--- src/rtl/pio_in_capture_pkg.sv ---
// pio_in_capture_pkg: register offsets and edge-select encodings for the PIO
package pio_in_capture_pkg;
    localparam logic [2:0] ADDR_DATA    = 3'd0;
    localparam logic [2:0] ADDR_IRQMASK = 3'd2;
    localparam logic [2:0] ADDR_EDGECAP = 3'd3;
    localparam logic [2:0] ADDR_OUTSET  = 3'd4;
    localparam logic [2:0] ADDR_OUTCLR  = 3'd5;
    typedef enum logic [1:0] {EDGE_RISE, EDGE_FALL, EDGE_ANY} edge_type_e;
endpackage

--- src/rtl/pio_in_capture_sync_edge.sv ---
// pio_in_capture_sync_edge: per-bit input synchroniser and compile-time selected edge detector
module pio_in_capture_sync_edge
    import pio_in_capture_pkg::*;
#(
    parameter int WIDTH       = 8,
    parameter int SYNC_STAGES = 2,
    parameter int EDGE_TYPE   = 0
) (
    input  logic             clk,
    input  logic             reset,
    input  logic [WIDTH-1:0] in_port,
    output logic [WIDTH-1:0] sync,
    output logic [WIDTH-1:0] det
);
    logic [SYNC_STAGES-1:0][WIDTH-1:0] chain;
    logic [WIDTH-1:0] prev;
    // prev resets alongside the chain, so the first cycle after reset sees no edge
    always_ff @(posedge clk or posedge reset) begin
        if (reset) begin
            chain <= '0;
            prev  <= '0;
        end else begin
            chain <= {chain[SYNC_STAGES-2:0], in_port};
            prev  <= sync;
        end
    end
    assign sync = chain[SYNC_STAGES-1];
    assign det = EDGE_TYPE == int'(EDGE_FALL) ? ~sync & prev :
                 EDGE_TYPE == int'(EDGE_ANY)  ? sync ^ prev  : sync & ~prev;
endmodule

--- src/rtl/pio_in_capture.sv ---
// pio_in_capture: Avalon-MM PIO with synchronised inputs, edge capture, masked IRQ and set/clear outputs
module pio_in_capture
    import pio_in_capture_pkg::*;
#(
    parameter int               WIDTH       = 8,
    parameter int               SYNC_STAGES = 2,
    parameter int               EDGE_TYPE   = 0,
    parameter logic [WIDTH-1:0] OUT_RESET   = '0
) (
    input  logic             clk,
    input  logic             reset,
    input  logic             chipselect,
    input  logic [2:0]       address,
    input  logic             write_n,
    input  logic [31:0]      writedata,
    output logic [31:0]      readdata,
    input  logic [WIDTH-1:0] in_port,
    output logic [WIDTH-1:0] out_port,
    output logic             irq
);
    logic [WIDTH-1:0] sync, det, irq_mask, edge_cap, out_reg, wd, clr, out_next, rd_mux;
    logic wr, unused_writedata;
    pio_in_capture_sync_edge #(
        .WIDTH(WIDTH), .SYNC_STAGES(SYNC_STAGES), .EDGE_TYPE(EDGE_TYPE)
    ) u_sync_edge (
        .clk(clk), .reset(reset), .in_port(in_port), .sync(sync), .det(det)
    );
    assign wr = chipselect & ~write_n;
    assign wd = writedata[WIDTH-1:0];
    assign unused_writedata = ^writedata;
    always_comb begin
        clr = (wr && address == ADDR_EDGECAP) ? wd : '0;
        out_next = !wr                     ? out_reg :
                   address == ADDR_DATA    ? wd :
                   address == ADDR_OUTSET  ? out_reg | wd :
                   address == ADDR_OUTCLR  ? out_reg & ~wd : out_reg;
        rd_mux = address == ADDR_DATA    ? sync :
                 address == ADDR_IRQMASK ? irq_mask :
                 address == ADDR_EDGECAP ? edge_cap :
                 (address == ADDR_OUTSET || address == ADDR_OUTCLR) ? out_reg : '0;
    end
    // detect is OR'd after the clear so a same-cycle W1C never loses a new edge
    always_ff @(posedge clk or posedge reset) begin
        if (reset) begin
            irq_mask <= '0;
            edge_cap <= '0;
            out_reg  <= OUT_RESET;
            readdata <= '0;
        end else begin
            if (wr && address == ADDR_IRQMASK) irq_mask <= wd;
            edge_cap <= (edge_cap & ~clr) | det;
            out_reg  <= out_next;
            readdata <= 32'(rd_mux);
        end
    end
    assign out_port = out_reg;
    assign irq = |(edge_cap & irq_mask);
endmodule
--- config.mk ---
export PLATFORM = sky130hd
export DESIGN_NAME = pio_in_capture
export DESIGN_NICKNAME = d
export VERILOG_FILES = /design/src/rtl/pio_in_capture_pkg.sv /design/src/rtl/pio_in_capture_sync_edge.sv /design/src/rtl/pio_in_capture.sv
export SDC_FILE = /design/constraint.sdc
export NUM_CORES = 1
export LEC_CHECK = 0
export ABC_CLOCK_PERIOD_IN_PS = 1500
export CORE_MARGIN = 1.5
export CORE_UTILIZATION = 39
export CTS_CLUSTER_SIZE = 25
export DETAILED_ROUTE_END_ITERATION = 8
export GPL_TIMING_DRIVEN = 0
export PLACE_DENSITY = 0.75
export SYNTH_ARGS = -nofsm -noshare
export SYNTH_HDL_FRONTEND = slang
export SYNTH_SLANG_ARGS = --single-unit
--- constraint.sdc ---
create_clock -name clk -period 1.5 [get_ports clk]
set_input_delay 0.15 -clock clk [delete_from_list [all_inputs] [get_ports clk]]
set_output_delay 0.15 -clock clk [all_outputs]
set_load 0.01 [all_outputs]
==> metrics.md, run 1 <==
| Metric | Value |
|---|---|
| Status | finished, final reports clean |
| Post-synth EDFFs | 0 |
| Met1 track demand over resource | 0.214 |
| Crit path cell chain | clkdlybuf4s50_1 -> or3b_1 -> clkbuf_1 -> o21ai_0 -> o311ai_0 |
| GR peak layer | met2 |
| DRC violations left | 0 |
| Synth cell count leaders | dfrtp_1, o21ai_0, buf_4 |
| Pin count of the biggest net entering global routing | 57 |
| Worst clock skew | 0.00389 ns |
| Max IR drop VDD | 0.000477 V |
| Int Pwr | 2.26 mW |
| Worst hold path depth | 1 |
| Flop2flop setup slack | 0.56 ns |
| Full die area | 6390 µm² |
| Total grt overflow | 0 |
| Maxcap violations | 0 |
| Starting density of the core | 0.412 |
| Max frequency | 0.689 GHz |
| Worst-Margin Slew | 1.15 ns |
| Hold Path Class | in2reg |
| Layout cells sized above 1 | 0.194 |
| Dpl hpwl | 3180 µm |
| Ys async rst share | 1.00 |
| GR Util met2 | 0.266 |
| Htree depth | 2 |
| Delay of the slowest critical-path stage | 0.50 ns |
| Avg Inst Size Synth | 11.7 µm² |
| Worst Hold End | u_sync_edge.chain[4] |
| Switching Power | 0.778 mW |
| Total track usage | 0.163 |
| Initial antenna violation count | 0 |
| Clock Power Share | 0.252 |
| Worst r2r path cells | 2 |
| Global-route wire length before repair | 7870 µm |
| Total power | 3.04 mW |
| Leak Pwr | 1.40 nW |
| Synth top area cells | dfrtp_1, buf_4, o21ai_0 |
| Ant diodes | 0 |
| Routed via count | 1,621 |
| CTS max path bufs | 2 |
| P&R area growth vs syn | 30.7% |
| CP max FO | 8 |
| Power Dens Cells | 1010 nW/µm² |
| DR iter-0 viols | 143 |
| Final net count | 315 |
| Die H | 79.9 µm |
| Endpoint type of the worst setup path | flop |
| Setup WS post-layout | 0.0491 ns |
| Seq/Total Area, Yosys | 0.607 |
| Setup CP Type | in2reg |
| Switch share | 0.256 |
| Most frequent cell after synthesis | dfrtp_1 |
| Root Buffer | clkbuf_8 |
| Logic pwr share | 0.179 |
| WL per Instance | 13.8 µm |
| CTS tree | yes |
| Placed Instances | 331 |
| Slowest cell on crit path | clkdlybuf4s50_1 |
| Arr. time, crit path | 1.60 ns |
| CTS clk-pin slew, worst paths | 0.09 ns |
| DRT Pass-1 Iters | 4 |
| Worst endpoint required time | 1.65 ns |
| Worst slack, placed | -0.605 ns |
| Setup crit start kind | primary input |
| Final Cycle Share | 0.967 |
| Main synth FF type | dfrtp_1 |
| Slew Limit Fails | 0 |
| Clk sink count | 56 |
| Total Wirelength | 4700 µm |
| Vias per std cell | 4.77 |
| Post-route ant nets | 0 |
| Sequential power share | 0.569 |
| Synthesis-stage register bit count | 56 |
| Hold WS | 0.276 ns |
| Number of library cell types mapped by synthesis | 20 |
| Final hold vios | 0 |
| Total of warnings raised by yosys | 0 |
| Final min period | 1.45 ns |
| Area share of the largest cell type after synthesis | 0.607 |
| # rows | 27 |
| Core Area | 5610 µm² |
| Synthesized area | 2310 µm² |
| TritonCTS Buffers | 5 |
| Chip Width | 79.9 µm |
| # setup viols final | 0 |
| Slew HR | 0.229 |
| Clock insertion delay at the later pin of the skew report | 0.30 ns |
| Cell accounting for the most synthesized area | dfrtp_1 |
| I/O pins | 88 |
| Routability cong. | 0.778 |
| Grt met3 use | 0.0411 |
| Vias in the first global route | 1,599 |
| Post-Syn Instances | 197 |
| Hold_sp | in_port[4] |
| Non-Filler Instances | 340 |
| I/O Buffers | 39 |
## what timing repair did
item / in CTS / in global routing
hold buffers: 0 / 0
setup buffers: 1 / 1
setup endpoints to repair: 17 / 23
pin swaps: 1 / 1
gates resized for setup: 9 / 5
## logic make-up after synthesis
group | after synthesis | synth area share
other | 1 | 0.00162
buffers and inverters | 47 | 0.120
multiplexers | 16 | 0.0737
AND/OR/NAND/NOR | 25 | 0.0591
AO/OA/AOI/OAI | 52 | 0.139
flip-flops | 56 | 0.607
## power by group through the flow
| stage | sequential (mW) | clock (mW) | combinational, mW |
|---|---|---|---|
| 6_report | 1.73 | 0.767 | 0.545 |
| 5_1_grt | 1.75 | 0.850 | 0.596 |
| 4_1_cts | 1.73 | 0.785 | 0.535 |
| 3_5_place_dp | 1.76 | 0 | 0.512 |
| 3_3_place_gp | 1.75 | 0 | 0.499 |
| 2_1_floorplan | 1.76 | 0 | 0.273 |
## worst max-delay path: cells and delay by family
kind | cells | cell delay [ns]
AND/OR/NAND/NOR | 1 | 0.36
buffers and inverters | 2 | 0.73
AO/OA/AOI/OAI | 2 | 0.36
## area by class of cell
class	instances	area, µm²
repair buffers	41	409
fillers	508	2590
plain buffers	30	218
clock inverters	1	5.00
inverters	17	67.6
multi-input cells	117	754
flip-flops and latches	56	1400
well taps	72	90.1
clock buffers	6	72.6
## layer usage
| metal | up-vias | part of all wire | routed length (µm) |
|---|---|---|---|
| li1 | 771 | - | - |
| met1 | 783 | 0.43 | 2020 |
| met2 | 62 | 0.49 | 2310 |
| met3 | 5 | 0.068 | 317 |
| met4 | 0 | 0.0098 | 46 |
| met5 | - | 0 | 0 |
## worst max path at each step
stage          startpoint     endpoint  slack, ns  cells after the start
5_1_grt        chipselect         flop     -0.001                      5
2_1_floorplan  address[2]  irq_mask[0]       0.39                      4
3_5_place_dp   address[1]  readdata[1]      -0.61                      5
6_report       chipselect         flop       0.05                      5
4_1_cts        address[2]  irq_mask[7]     -0.004                      5
3_3_place_gp   address[1]  readdata[1]      -0.53                      5
## layout by cell type (no fill, tap or decap), types with 2 or more instances in the layout
| cell | n |
|---|---|
| dfrtp_1 | 56 |
| mux2i_1 | 8 |
| conb_1 | 24 |
| mux2_2 | 8 |
| clkdlybuf4s50_1 | 35 |
| inv_1 | 16 |
| clkbuf_8 | 5 |
| a22oi_2 | 3 |
| a22oi_1 | 9 |
| o21ai_0 | 32 |
| dlymetal6s2s_1 | 2 |
| o311ai_0 | 8 |
| clkbuf_1 | 3 |
| nand2_1 | 16 |
| buf_4 | 29 |
## metrics by stage
step / area [µm²] / utilization / setup TNS (ns)
final: 3020 / 0.538 / 0
after global routing: 3020 / 0.538 / -0.00148
after CTS: 3000 / 0.534 / -0.00423
after detailed placement: 2880 / 0.513 / -11.13
after global placement: 2880 / 0.513 / -9.96
after floorplan: 2400 / - / 0
Power figures use the tool's default switching activity.
==> run 2: changes to the inputs <==
--- a/config.mk
+++ b/config.mk
@@ -12,6 +12,7 @@
 export DETAILED_ROUTE_END_ITERATION = 8
 export GPL_TIMING_DRIVEN = 0
 export PLACE_DENSITY = 0.75
+export SETUP_SLACK_MARGIN = 0.02
 export SYNTH_ARGS = -nofsm -noshare
 export SYNTH_HDL_FRONTEND = slang
 export SYNTH_SLANG_ARGS = --single-unit
==> run 2 against run 1 <==
  * Clock power is essentially flat
  * Clock skew is 0.0011 ns lower
  * Largest power group unchanged
  * Largest cell class unchanged
  * Flip-flop and latch count is the same
  * Total power increased by 0.17%
  * Worst setup slack better by 0.019 ns
  * Sequential share of layout area grew 0.096 points
==> metrics.md, run 2 (synthesized netlist as in run 1, its figures left out) <==
| Metric | Value |
|---|---|
| Status | finished, final reports clean |
| Power Dens Cells | 1010 nW/µm² (+0.38%) |
| Routed via count | 1,634 (+0.80%) |
| Final Cycle Share | 0.955 (-0.0127) |
| Crit path cell chain | clkdlybuf4s50_1 |
| Global-route wire length before repair | 7900 µm (+0.43%) |
| Total Wirelength | 4740 µm (+1.0%) |
| Wire length on met3 | 398 µm (+26%) |
| Post-route ant nets | 0 (unchanged) |
| DRT Pass-1 Iters | 4 (unchanged) |
| Hold_sp | in_port[4] |
| Worst hold path depth | 1 (unchanged) |
| Worst endpoint required time | 1.35 ns (-0.30 ns) |
| Core Area | 5610 µm² (unchanged) |
| Arr. time, crit path | 1.28 ns (-0.32 ns) |
| Commonest non-fill, non-tap cell in the layout | dfrtp_1 |
| Final hold vios | 0 (unchanged) |
| Full die area | 6390 µm² (unchanged) |
| Fill cells | 505 (-0.59%) |
| FF/Latch Area | 1400 µm² (unchanged) |
| Layout cells sized above 1 | 0.204 (+0.0104) |
| Logic pwr share | 0.180 (about the same) |
| Switching Power | 0.781 mW (+0.35%) |
| Setup CP Type | reg2out |
| Total track usage | 0.163 (+0.000730) |
| Final min period | 1.43 ns (-0.0191 ns) |
| Int Pwr | 2.27 mW (+0.11%) |
| P&R area growth vs syn | 30.5% |
| Setup crit start kind | flop |
| Vias per std cell | 4.79 (+0.51%) |
| Vias in the first global route | 1,605 (+0.38%) |
| M1 WL | 1990 µm (-1.7%) |
| TritonCTS Buffers | 5 (unchanged) |
| Total grt overflow | 0 (unchanged) |
| Design Area, Final | 3010 µm² (-0.21%) |
| Max frequency | 0.698 GHz (+1.3%) |
| Clock insertion delay at the later pin of the skew report | 0.30 ns (about the same) |
| DR iter-0 viols | 113 (-21%) |
| Hold Path Class | in2reg |
| # setup viols final | 0 (unchanged) |
| Delay of the slowest critical-path stage | 0.56 ns (+0.06 ns) |
| I/O pins | 88 (unchanged) |
| Worst r2r path cells | 3 (+1) |
| Starting density of the core | 0.412 (unchanged) |
| DRC violations left | 0 (unchanged) |
| Clk sink count | 56 (unchanged) |
| CP max FO | 4 (-4) |
| RSZ-0062 raised after global routing | false |
| Flop2flop setup slack | 0.52 ns (-0.04 ns) |
| CTS tree | yes |
| # rows | 27 (unchanged) |
| Endpoint type of the worst setup path | primary output |
| Critical path's top delay family | buffers and inverters |
| Htree depth | 2 (unchanged) |
| Highest routed layer | met4 |
| Ant diodes | 0 (unchanged) |
| Max IR drop VDD | 0.000480 V (+0.56%) |
| Clock Power Share | 0.252 (about the same) |
| Chip Width | 79.9 µm (unchanged) |
| Final net count | 316 (+0.32%) |
| Initial antenna violation count | 0 (unchanged) |
| Hold WS | 0.275 ns (-0.000381 ns) |
| Post-CTS Hold Fix Bufs | 0 (unchanged) |
| Worst Hold End | u_sync_edge.chain[4] |
| Slowest cell on crit path | clkdlybuf4s50_1 |
| Sequential power share | 0.567 (-0.002) |
| Worst clock skew | 0.00280 ns (-0.00109 ns) |
| Worst-Margin Slew | 1.16 ns (+0.00168 ns) |
| CTS clk-pin slew, worst paths | 0.09 ns (about the same) |
| Area of the multi-input gates | 748 µm² (-0.83%) |
| Most frequent cells in the layout | dfrtp_1, clkdlybuf4s50_1, o21ai_0 |
| Reg2reg end | readdata[2] |
| Root Buffer | clkbuf_8 |
| Bufs and invs on worst path | 1 (-1) |
| Dpl hpwl | 3180 µm (unchanged) |
| Slew HR | 0.228 (-0.00112) |
| Pin count of the biggest net entering global routing | 57 (unchanged) |
| Crit path depth | 1 (-4) |
| Die H | 79.9 µm (unchanged) |
| Maxcap violations | 0 (unchanged) |
| CTS max path bufs | 2 (unchanged) |
| Routability cong. | 0.778 (unchanged) |
| Leak Pwr | 1.40 nW (-0.30%) |
| Post-DP Area | 2880 µm² (unchanged) |
| Switch share | 0.256 (+0.000473) |
| DR WL met2 | 2320 µm (+0.61%) |
| I/O Buffers | 39 (unchanged) |
| WL per Instance | 13.9 µm (+0.70%) |
| Slew Limit Fails | 0 (unchanged) |
[run 2: cell types whose count changed in the layout (fill, tap and decap cells not counted), sizes merged]
cell / change
dlymetal6s2s: -1
clkbuf: -1
dlygate4sd2: +1
clkdlybuf4s15: -1
buf: +3
[run 2: final cells by class]
| cell class | instances | share of cell area |
|---|---|---|
| clock buffers | 6 | 0.0241 |
| inverters | 17 | 0.0224 |
| well taps | 72 | 0.0299 |
| repair buffers | 43 | 0.138 |
| plain buffers | 29 | 0.0702 |
| flip-flops and latches | 56 | 0.465 |
| multi-input cells | 117 | 0.248 |
| clock inverters | 1 | 0.00166 |
[run 2: worst max-delay path by stage]
stage                           from          end  slack, ns
after detailed placement  address[1]  readdata[1]      -0.61
after global routing      address[0]  edge_cap[7]       0.03
after global placement    address[1]  readdata[1]      -0.53
after CTS                    write_n  irq_mask[7]       0.02
final                           flop  out_port[7]       0.07
after floorplan           address[2]  irq_mask[0]       0.39
[run 2: stage by stage]
| stage | worst slack, ns | std cells | utilization | power [mW] | TNS, ns |
|---|---|---|---|---|---|
| detailed placement | -0.605 | 331 | 0.513 | 2.27 | -11.13 |
| finish | 0.0682 | 341 | 0.537 | 3.05 | 0 |
| global route | 0.0268 | 341 | 0.537 | 3.20 | 0 |
| floorplan | 0.392 | 220 | - | 2.03 | 0 |
| global placement | -0.526 | 331 | 0.513 | 2.25 | -9.96 |
| CTS | 0.0235 | 340 | 0.535 | 3.06 | 0 |
[run 2: what timing repair did]
| item | in CTS | in global routing |
|---|---|---|
| endpoints found under the setup margin | 18 | 18 |
| pin swaps | 1 | 1 |
| resized for setup | 11 | 2 |
| buffers inserted | 2 | 2 |
[run 2: power groups by stage]
stage               logic (mW)  clock network, mW  registers, mW
finish                   0.550              0.769           1.73
floorplan                0.273                  0           1.76
detailed placement       0.512                  0           1.76
CTS                      0.545              0.785           1.73
global route             0.603              0.850           1.75
global placement         0.499                  0           1.75
[run 2: per-layer routing]
metal  GRT usage  up-vias
li1            -      774
met1       0.215      786
met5           0        -
met4      0.0448        0
met2       0.267       70
met3      0.0411        4
